[src/rtl/seq_if.sv]
// Sequencer bus: ROM fetch, ALU flags, datapath controls, start/busy/done.
// SEQ_STEP_EN adds the single-step input.
interface seq_if #(
  parameter int PC_W = 8
);
  logic            start;
  logic [11:0]     instr;
  logic            alu_z;
  logic            alu_n;
  logic            alu_c;
`ifdef SEQ_STEP_EN
  logic            step;
`endif
  logic [PC_W-1:0] pc;
  logic            sa;
  logic [1:0]      sb;
  logic [7:0]      lit;
  logic [2:0]      alu_op;
  logic            la;
  logic            lb;
  logic            busy;
  logic            done;

  modport master (
    input  start, instr,
    input  alu_z, alu_n, alu_c,
`ifdef SEQ_STEP_EN
    input  step,
`endif
    output pc, sa, sb, lit, alu_op,
    output la, lb, busy, done
  );

  modport slave (
    output start, instr,
    output alu_z, alu_n, alu_c,
`ifdef SEQ_STEP_EN
    output step,
`endif
    input  pc, sa, sb, lit, alu_op,
    input  la, lb, busy, done
  );
endinterface

[src/rtl/datapath_sequencer.sv]
// Multi-cycle FETCH/DECODE/EXEC controller for the A/B datapath.
// SEQ_STEP_EN: park in WAIT after each instruction until step.
module datapath_sequencer #(
  parameter int              PC_W     = 8,
  parameter logic [PC_W-1:0] RESET_PC = '0
) (
  input logic   clk,
  input logic   reset,
  seq_if.master bus
);

  typedef enum logic [2:0] {
    IDLE,
    FETCH,
    DECODE,
    EXEC,
    HALT
`ifdef SEQ_STEP_EN
    , WAIT
`endif
  } state_t;

  state_t          state_q, state_d;
  logic [PC_W-1:0] pc_q, pc_d;
  logic [11:0]     ir_q, ir_d;
  logic [2:0]      flags_q, flags_d;

  logic       sa, la, lb, take;
  logic [1:0] sb;
  logic [2:0] alu_op;
  logic [3:0] opc;
  logic       unused_c;

  assign opc      = ir_q[11:8];
  assign unused_c = flags_q[0];

  // Jumps only ever look at the flags latched by an earlier instruction
  always_comb begin
    take = 1'b0;
    unique case (opc)
      4'hB:    take = 1'b1;
      4'hC:    take = flags_q[2];
      4'hD:    take = !flags_q[2];
      4'hE:    take = flags_q[1];
      default: take = 1'b0;
    endcase
  end

  always_comb begin
    state_d = state_q;
    pc_d    = pc_q;
    ir_d    = ir_q;
    flags_d = flags_q;
    sa      = 1'b0;
    sb      = 2'd0;
    alu_op  = 3'd0;
    la      = 1'b0;
    lb      = 1'b0;
    unique case (state_q)
      IDLE: begin
        if (bus.start) begin
          pc_d    = RESET_PC;
          state_d = FETCH;
        end
      end
      FETCH: state_d = DECODE;
      DECODE: begin
        ir_d    = bus.instr;
        state_d = EXEC;
      end
      EXEC: begin
        unique case (opc)
          4'h1: begin sa = 1'b1; la = 1'b1; end
          4'h2: begin sb = 2'd1; lb = 1'b1; end
          4'h3: begin
            sa = 1'b1; sb = 2'd2; la = 1'b1;
          end
          4'h4: begin
            sa = 1'b1; sb = 2'd2; lb = 1'b1;
          end
          4'h5: la = 1'b1;
          4'h6: begin alu_op = 3'd1; la = 1'b1; end
          4'h7: begin alu_op = 3'd2; la = 1'b1; end
          4'h8: begin alu_op = 3'd3; la = 1'b1; end
          4'h9: begin sb = 2'd2; la = 1'b1; end
          4'hA: alu_op = 3'd1;
          default: ;
        endcase
        if (opc >= 4'h5 && opc <= 4'hA)
          flags_d = {bus.alu_z, bus.alu_n, bus.alu_c};
        if (opc == 4'hF) begin
          state_d = HALT;
        end else begin
          pc_d = take ? PC_W'(ir_q[7:0])
                      : pc_q + PC_W'(1);
`ifdef SEQ_STEP_EN
          state_d = WAIT;
`else
          state_d = FETCH;
`endif
        end
      end
      HALT: state_d = IDLE;
`ifdef SEQ_STEP_EN
      WAIT: begin
        if (bus.step) state_d = FETCH;
      end
`endif
      default: state_d = IDLE;
    endcase
  end

  always_ff @(posedge clk or posedge reset) begin
    if (reset) begin
      state_q <= IDLE;
      pc_q    <= RESET_PC;
      ir_q    <= '0;
      flags_q <= '0;
    end else begin
      state_q <= state_d;
      pc_q    <= pc_d;
      ir_q    <= ir_d;
      flags_q <= flags_d;
    end
  end

  assign bus.pc     = pc_q;
  assign bus.lit    = ir_q[7:0];
  assign bus.sa     = sa;
  assign bus.sb     = sb;
  assign bus.alu_op = alu_op;
  assign bus.la     = la;
  assign bus.lb     = lb;
  assign bus.done   = (state_q == HALT);
`ifdef SEQ_STEP_EN
  assign bus.busy   = (state_q == FETCH)
                   || (state_q == DECODE)
                   || (state_q == EXEC)
                   || (state_q == WAIT);
`else
  assign bus.busy   = (state_q == FETCH)
                   || (state_q == DECODE)
                   || (state_q == EXEC);
`endif

endmodule

[src/flat_wrapper.sv]
// flat-port wrapper written by rule: the top's interface ports become plain ports
module datapath_sequencer_flat 
#(
  parameter int              PC_W     = 8,
  parameter logic [PC_W-1:0] RESET_PC = '0
)
  (clk, reset, bus_start, bus_instr, bus_alu_z, bus_alu_n, bus_alu_c, bus_pc, bus_sa, bus_sb, bus_lit, bus_alu_op, bus_la, bus_lb, bus_busy, bus_done);
  seq_if #(.PC_W(PC_W)) bus_i ();
  input logic clk;
  input logic reset;
  input wire logic [$bits(bus_i.start)-1:0] bus_start;
  input wire logic [$bits(bus_i.instr)-1:0] bus_instr;
  input wire logic [$bits(bus_i.alu_z)-1:0] bus_alu_z;
  input wire logic [$bits(bus_i.alu_n)-1:0] bus_alu_n;
  input wire logic [$bits(bus_i.alu_c)-1:0] bus_alu_c;
  output wire logic [$bits(bus_i.pc)-1:0] bus_pc;
  output wire logic [$bits(bus_i.sa)-1:0] bus_sa;
  output wire logic [$bits(bus_i.sb)-1:0] bus_sb;
  output wire logic [$bits(bus_i.lit)-1:0] bus_lit;
  output wire logic [$bits(bus_i.alu_op)-1:0] bus_alu_op;
  output wire logic [$bits(bus_i.la)-1:0] bus_la;
  output wire logic [$bits(bus_i.lb)-1:0] bus_lb;
  output wire logic [$bits(bus_i.busy)-1:0] bus_busy;
  output wire logic [$bits(bus_i.done)-1:0] bus_done;
  assign bus_i.start = bus_start;
  assign bus_i.instr = bus_instr;
  assign bus_i.alu_z = bus_alu_z;
  assign bus_i.alu_n = bus_alu_n;
  assign bus_i.alu_c = bus_alu_c;
  assign bus_pc = bus_i.pc;
  assign bus_sa = bus_i.sa;
  assign bus_sb = bus_i.sb;
  assign bus_lit = bus_i.lit;
  assign bus_alu_op = bus_i.alu_op;
  assign bus_la = bus_i.la;
  assign bus_lb = bus_i.lb;
  assign bus_busy = bus_i.busy;
  assign bus_done = bus_i.done;
  datapath_sequencer #(.PC_W(PC_W), .RESET_PC(RESET_PC)) u_core (.clk(clk), .reset(reset), .bus(bus_i));
endmodule
[config.mk]
export PLATFORM = sky130hd
export DESIGN_NAME = datapath_sequencer_flat
export DESIGN_NICKNAME = d
export VERILOG_FILES = /design/src/rtl/seq_if.sv /design/src/rtl/datapath_sequencer.sv /design/src/flat_wrapper.sv
export SDC_FILE = /design/constraint.sdc
export NUM_CORES = 1
export LEC_CHECK = 0
export CAP_MARGIN = 15
export CORE_ASPECT_RATIO = 1.1
export CORE_MARGIN = 2
export CORE_UTILIZATION = 55
export CTS_CLUSTER_DIAMETER = 30
export DETAILED_ROUTE_END_ITERATION = 12
export DONT_BUFFER_PORTS = 1
export GPL_TIMING_DRIVEN = 0
export PLACE_DENSITY = 0.73
export SLEW_MARGIN = 20
export SYNTH_ARGS = -nofsm -noshare
export SYNTH_HDL_FRONTEND = slang
export SYNTH_SLANG_ARGS = --single-unit
[constraint.sdc]
create_clock -name clk -period 1.69 [get_ports clk]
set_input_delay 0.2535 -clock clk [delete_from_list [all_inputs] [get_ports clk]]
set_output_delay 0.2535 -clock clk [all_outputs]
set_load 0.02 [all_outputs]
# Word-level counts from Yosys, hierarchy flattened
# Cells that the tools add are included.
# word_totals
reg_bits,26
latch_bits,0
ram_bits,0
romBits,0
word_cells,59
mem_count,0
# op_classes
add_sub_neg,1
mul,0
div_mod_pow,0
order_cmp,2
n_eq_ne,21
shift,0
mux,18
n_bitwise,0
n_reduce_logical,13
# ops
cell,count
"4-bit == test, second input constant",8
8-bit two-way mux,3
"4-bit by 3-bit == test with 1-bit output, second input constant",4
8-bit one-hot mux with 2 select lines,1
3-bit one-hot mux with 4 select lines,1
3-bit two-way mux,3
"8-bit by 1-bit adder with 8-bit output, second input constant",1
"4-bit by 2-bit == test with 1-bit output, second input constant",2
7-bit OR reduction,1
"3-bit by 2-bit == test with 1-bit output, second input constant",2
1-bit two-way mux,6
2-bit one-hot mux with 3 select lines,1
3-bit OR reduction,2
"4-bit by 1-bit == test with 1-bit output, second input constant",1
"4-bit by 3-bit greater-or-equal comparator with 1-bit output, second input constant",1
"4-bit <= comparator, second input constant",1
"2-bit inequality test, second input constant",2
1-bit one-hot mux with 4 select lines,1
2-bit one-hot mux with 2 select lines,1
2-bit OR reduction,2
"3-bit by 1-bit == test with 1-bit output, second input constant",1
"3-bit == test, second input constant",1
3-bit zero test,1
3-bit AND reduction,1
other kinds (6),7

# Depth between registers and ports, before layout
# logic_depth
word_depth,5
depth_mapped,7
ltp_nobuf,5

# Worst setup path after synthesis
# OpenSTA, ideal clock, no wires.
# synth_timing
path_type,reg-to-output
start,register u_core.ir_q[9]
end,output port bus_lb
arrival_ns,1.945
setup_slack_ns,-0.509
path_stages_with_launch,4
n_path_buf,1
cell_sequence,dfrtp_1 -> buf_4 -> or2b_1 -> a2111oi_0
# synth_between
elab_chain_cells,4
elab_cells_between_ends,5
# synth_lines
element,line_no,text
start: declaration,datapath_sequencer.sv:25,"logic [11:0] ir_q, ir_d;"
start signal: assignment,datapath_sequencer.sv:122,ir_q <= ir_d;
4-bit by 2-bit == test with 1-bit output / 4-bit by 3-bit == test with 1-bit output (equally long branches),datapath_sequencer.sv:72,unique case (opc)
2-bit OR reduction (no source line) *,n/a,
1-bit two-way mux *,datapath_sequencer.sv:72,
1-bit two-way mux *,datapath_sequencer.sv:59,unique case (state_q)
end: declaration,flat_wrapper.sv:22,output wire logic [$bits(bus_i.lb)-1:0] bus_lb;
# Mark *: on every way between the ends. The rest lies on a longest branch, timed or not.

# Worst setup path in the final report
# Same ends and word-level chain as after synthesis.

==> summary.md <==
| Metric | Value |
|---|---|
| Total power draw | around 0.0041 W |
| Met1 Usage GRT | around a quarter |
| Crit path launch | u_core.ir_q[9] |
| Reg2Reg Depth | 8 |
| Syn Area/Cell | slightly below 10 um^2 |
| Critical Path Fanout Max | 2 |
| Met3 usage | around 4.8% |
| Latest clock arrival within the worst-skew pair | 330 ps |
| Slew Viols, Final | 0 |
| CTS tree | done |
| Placed Area | ~1600 um^2 |
| HPWL after DPL | 2214 um |
| NetSw | ~0.0019 W |
| Sw Share | 47.06% |
| Actual slew at the worst max-slew pin | around 950 ps |
| DRT Pass-1 Iters | 4 |
| Mapped Area | around 1500 um^2 |
| Detailed-route via count | roughly 1200 |
| Worst setup endpoint | bus_lb |
| Fmax achieved | between 500 and 600 MHz |
| Asr flop ratio synth | 100.0% |
| All-Layer GR Usage | 21.64% |
| YS warnings | 0 |
| Ys flop type | dfrtp_1 |
| Slew margin rel. | a little under two fifths |
| Multiplexer area fraction after synthesis | 9.431% |
| First-pass GRT wire length | slightly above 5000 um |
| Drt total wl | ~3400 um |
| Via density | ~5.9 |
| Number of synthesized register bits | 25 |
| Placed insts | 192 |
| Final setup violating endpoints | 11 |
| DRC | 0 |
| Clock Sinks | 25 |
| Post-route cell area | around 1900 um^2 |
| Cell Count, Final, Fillers Out | 204 |
| R2R Path Start | u_core.ir_q[9] |
| VDD IR max | around 0.0015 V |
| P_int | 0.002192 W |
| Area grow syn2layout | 21.87% |
| CTS Buf Count | 3 |
| Hold Vio Cnt, Final | 0 |
| CP cell instances | buf_6 -> or2b_1 -> a2111oi_4 |
| I/O Pins | 44 |
| Gr busiest metal | met2 |
| Largest net degree at the start of global routing | 26 |
| Crit Path Class | reg2out |
| Layout Utilization | between 60% and 70% |
| Pwr Density | about 2200 nW/um^2 |
| Antenna fix cells | 0 |
| Area of the core | 2703 um^2 |
| Chip Width | roughly 54 um |
| Met2 GRT Util | 36.66% |
| WP data required | about 1400 ps |
| Post-Synth Simple-Gate Area | around 22% |
| Post-layout nets | approximately 190 |
| Crit end category | primary output |
| Gate Count Post-Synth | 159 |
| Clk pwr share | under 10% |
| Initial antenna violation count | 0 |
| Hold WC Path Type | in2async |
| CTS H-tree lvls | 1 |
| Layout cell share with drive strength beyond 1 | roughly 46% |
| RSZ-0062 raised after global routing | yes |
| Combinational share of power | about 61% |
| WL per Instance | 16.68 um |
| Largest family of logic cells by synthesized area | simple AND/OR/NAND/NOR gates |
| Worst Path Buf+Inv | 1 |
| Flop pwr share | 32.8% |
| Crit path max-delay family | compound AO/OA/AOI/OAI gates |
| Maxcap violations | 0 |
| Cts hold-fix bufs | 0 |
| Reg clk slew, reported paths | 130 ps |
| Gr ovfl total | 0 |
| Vias in the first global route | 1135 |
| Post-synthesis compound-gate area fraction | 14.72% |
| Synth Net Count | about 180 |
| Sequential area share after synthesis | slightly above 40% |
| Drt initial violations | 44 |
| Post-synth EDFFs | 0 |
| Clock Tree Buf Depth | 2 |
| CP max stage delay | 460 ps |
| Worst Slack Setup Final | -149.6 ps |
| Synth Area in Adders | less than 1% |
| Placer Congestion | between 0.8 and 0.9 |
| Failing checks | negative setup slack |
| Slowest stage cell, crit path | a2111oi_4 |
| End of the worst register-to-register path | u_core.bus.pc[4] |
| Root Buffer | clkbuf_4 |
| Fin crit share | 108.9% |
| Crit path time final | 1840 ps |
| Synth Area in XOR/XNOR | 1.707% |
| Fin Clk Skew | about 2.6 ps |
| Post-route ant nets | 0 |
| Yosys cell types | 48 |
| Crit path launch type | flop |
| Reg2reg setup slack | -110 ps |
| Static leakage power | 0.7443 nW |
| Initial core utilization | between 50% and 60% |
| Status | finished, violations left |
| Die area | 3238 um^2 |
| Die height | between 50 and 60 um |
| Port Buffer Count | 0 |
| Arrival time worst endpoint | ~1600 ps |
| Levels on crit path | 3 |
| # rows | 20 |
==> worst reg2reg max path, delay by kind of cell (launching register included) <==
family / cells / cell delay (ps)
AO/OA/AOI/OAI: 2 / 440
flip-flops: 1 / 420
buffers and inverters: 3 / 390
AND/OR/NAND/NOR: 2 / 270
multiplexers: 1 / 180
==> final cells by class <==
type	instances	area (um^2)
sequential	25	633.1
fill	205	827.0
tap	33	41.29
buffer	15	131.4
timing repair buffer	13	122.6
clock buffer	4	26.28
multi-input combinational	109	902.1
inverter	5	18.77
==> Yosys cell counts, types with 2 or more instances <==
cell type,n,area (um^2)
nand2b_1,5,31.28
or3_1,2,12.51
or2_2,2,12.51
dfrtp_1,25,625.6
a211o_1,2,17.52
and2_1,2,12.51
o21ai_0,6,30.03
clkbuf_1,5,18.77
mux2_2,12,135.1
inv_1,5,18.77
nor3_1,3,15.01
nor2_1,11,41.29
a211oi_1,2,15.01
nand3_1,5,25.02
a32oi_1,5,43.79
o211ai_1,2,15.01
nand2_1,15,56.30
buf_2,2,10.01
buf_4,10,75.07
buf_6,2,22.52
a21oi_1,8,40.04
xnor2_1,2,17.52
==> repair_timing <==
action / CTS / global route
pin swaps: 6 / 8
setup buffers: 5 / 7
cloned: 0 / 1
resized for setup: 24 / 20
setup endpoints to repair: 17 / 23
==> through the flow <==
step	setup slack, ps	hold slack (ps)	TNS, ps
after detailed placement	-125.1	393.7	-1122
after CTS	-189.7	45.42	-642.6
after global routing	-219.1	29.37	-1720
after floorplan	-5.710	280.8	-5.710
after global placement	-75.63	388.0	-750.0
final	-149.6	11.36	-788.2
==> cells in the final DEF, fill, tap and decap left out, types with 2 or more instances in the layout <==
| cell | count |
|---|---|
| nor3_2 | 2 |
| dfrtp_1 | 19 |
| o21ai_0 | 4 |
| a211oi_1 | 2 |
| buf_4 | 21 |
| or2_2 | 2 |
| inv_1 | 4 |
| a21oi_1 | 6 |
| nand3_2 | 3 |
| nor2_1 | 6 |
| a211o_1 | 2 |
| xnor2_1 | 2 |
| o21ai_1 | 3 |
| nor4_4 | 2 |
| nand2b_1 | 4 |
| nand3_1 | 2 |
| nand2_1 | 15 |
| clkbuf_4 | 3 |
| or3_1 | 2 |
| nand2b_4 | 2 |
| a32oi_1 | 4 |
| mux2_2 | 12 |
| nor2_2 | 4 |
| and2_1 | 2 |
| o211ai_1 | 2 |
| dfrtp_2 | 6 |
| buf_6 | 5 |
==> power by group through the flow <==
stage | registers (W) | logic [W] | clock network [W]
floorplan | 0.00119 | 0.00170 | 0
global placement | 0.00126 | 0.00190 | 0
detailed placement | 0.00127 | 0.00195 | 0
CTS | 0.00132 | 0.00214 | 0.000274
global route | 0.00141 | 0.00269 | 0.000313
finish | 0.00136 | 0.00251 | 0.000274
==> per-layer routing <==
| metal | wire length [um] | vias up |
|---|---|---|
| met5 | 0 | - |
| met4 | 53 | 0 |
| met3 | 190 | 5 |
| met2 | 1782 | 35 |
| met1 | 1376 | 583 |
| li1 | - | 579 |
==> flip-flops by register name, summed over array words and instances, names as in the netlist <==
name / cells
u_core.ir_q: 12
u_core.bus.pc: 8
u_core.state_q: 3
u_core.flags_q: 2
==> worst min-delay path by stage <==
stage             startpoint                 to  slack [ps]
2_1_floorplan          reset   u_core.bus.pc[0]         280
3_3_place_gp   bus_instr[10]    u_core.ir_q[10]         390
3_5_place_dp    bus_instr[8]     u_core.ir_q[8]         390
4_1_cts                reset  u_core.flags_q[1]          50
5_1_grt            bus_start  u_core.state_q[0]          30
6_report               reset  u_core.flags_q[1]          10
==> logic make-up (layout without fill, tap and decap cells) <==
family | count (synthesis) | in the layout
multiplexers | 13 | 13
AND/OR/NAND/NOR | 59 | 59
AO/OA/AOI/OAI | 32 | 32
XOR/XNOR | 3 | 3
flip-flops | 25 | 25
buffers and inverters | 25 | 37
adder cells (fa/ha/maj) | 1 | 1
other | 1 | 1
Power figures use the tool's default switching activity.
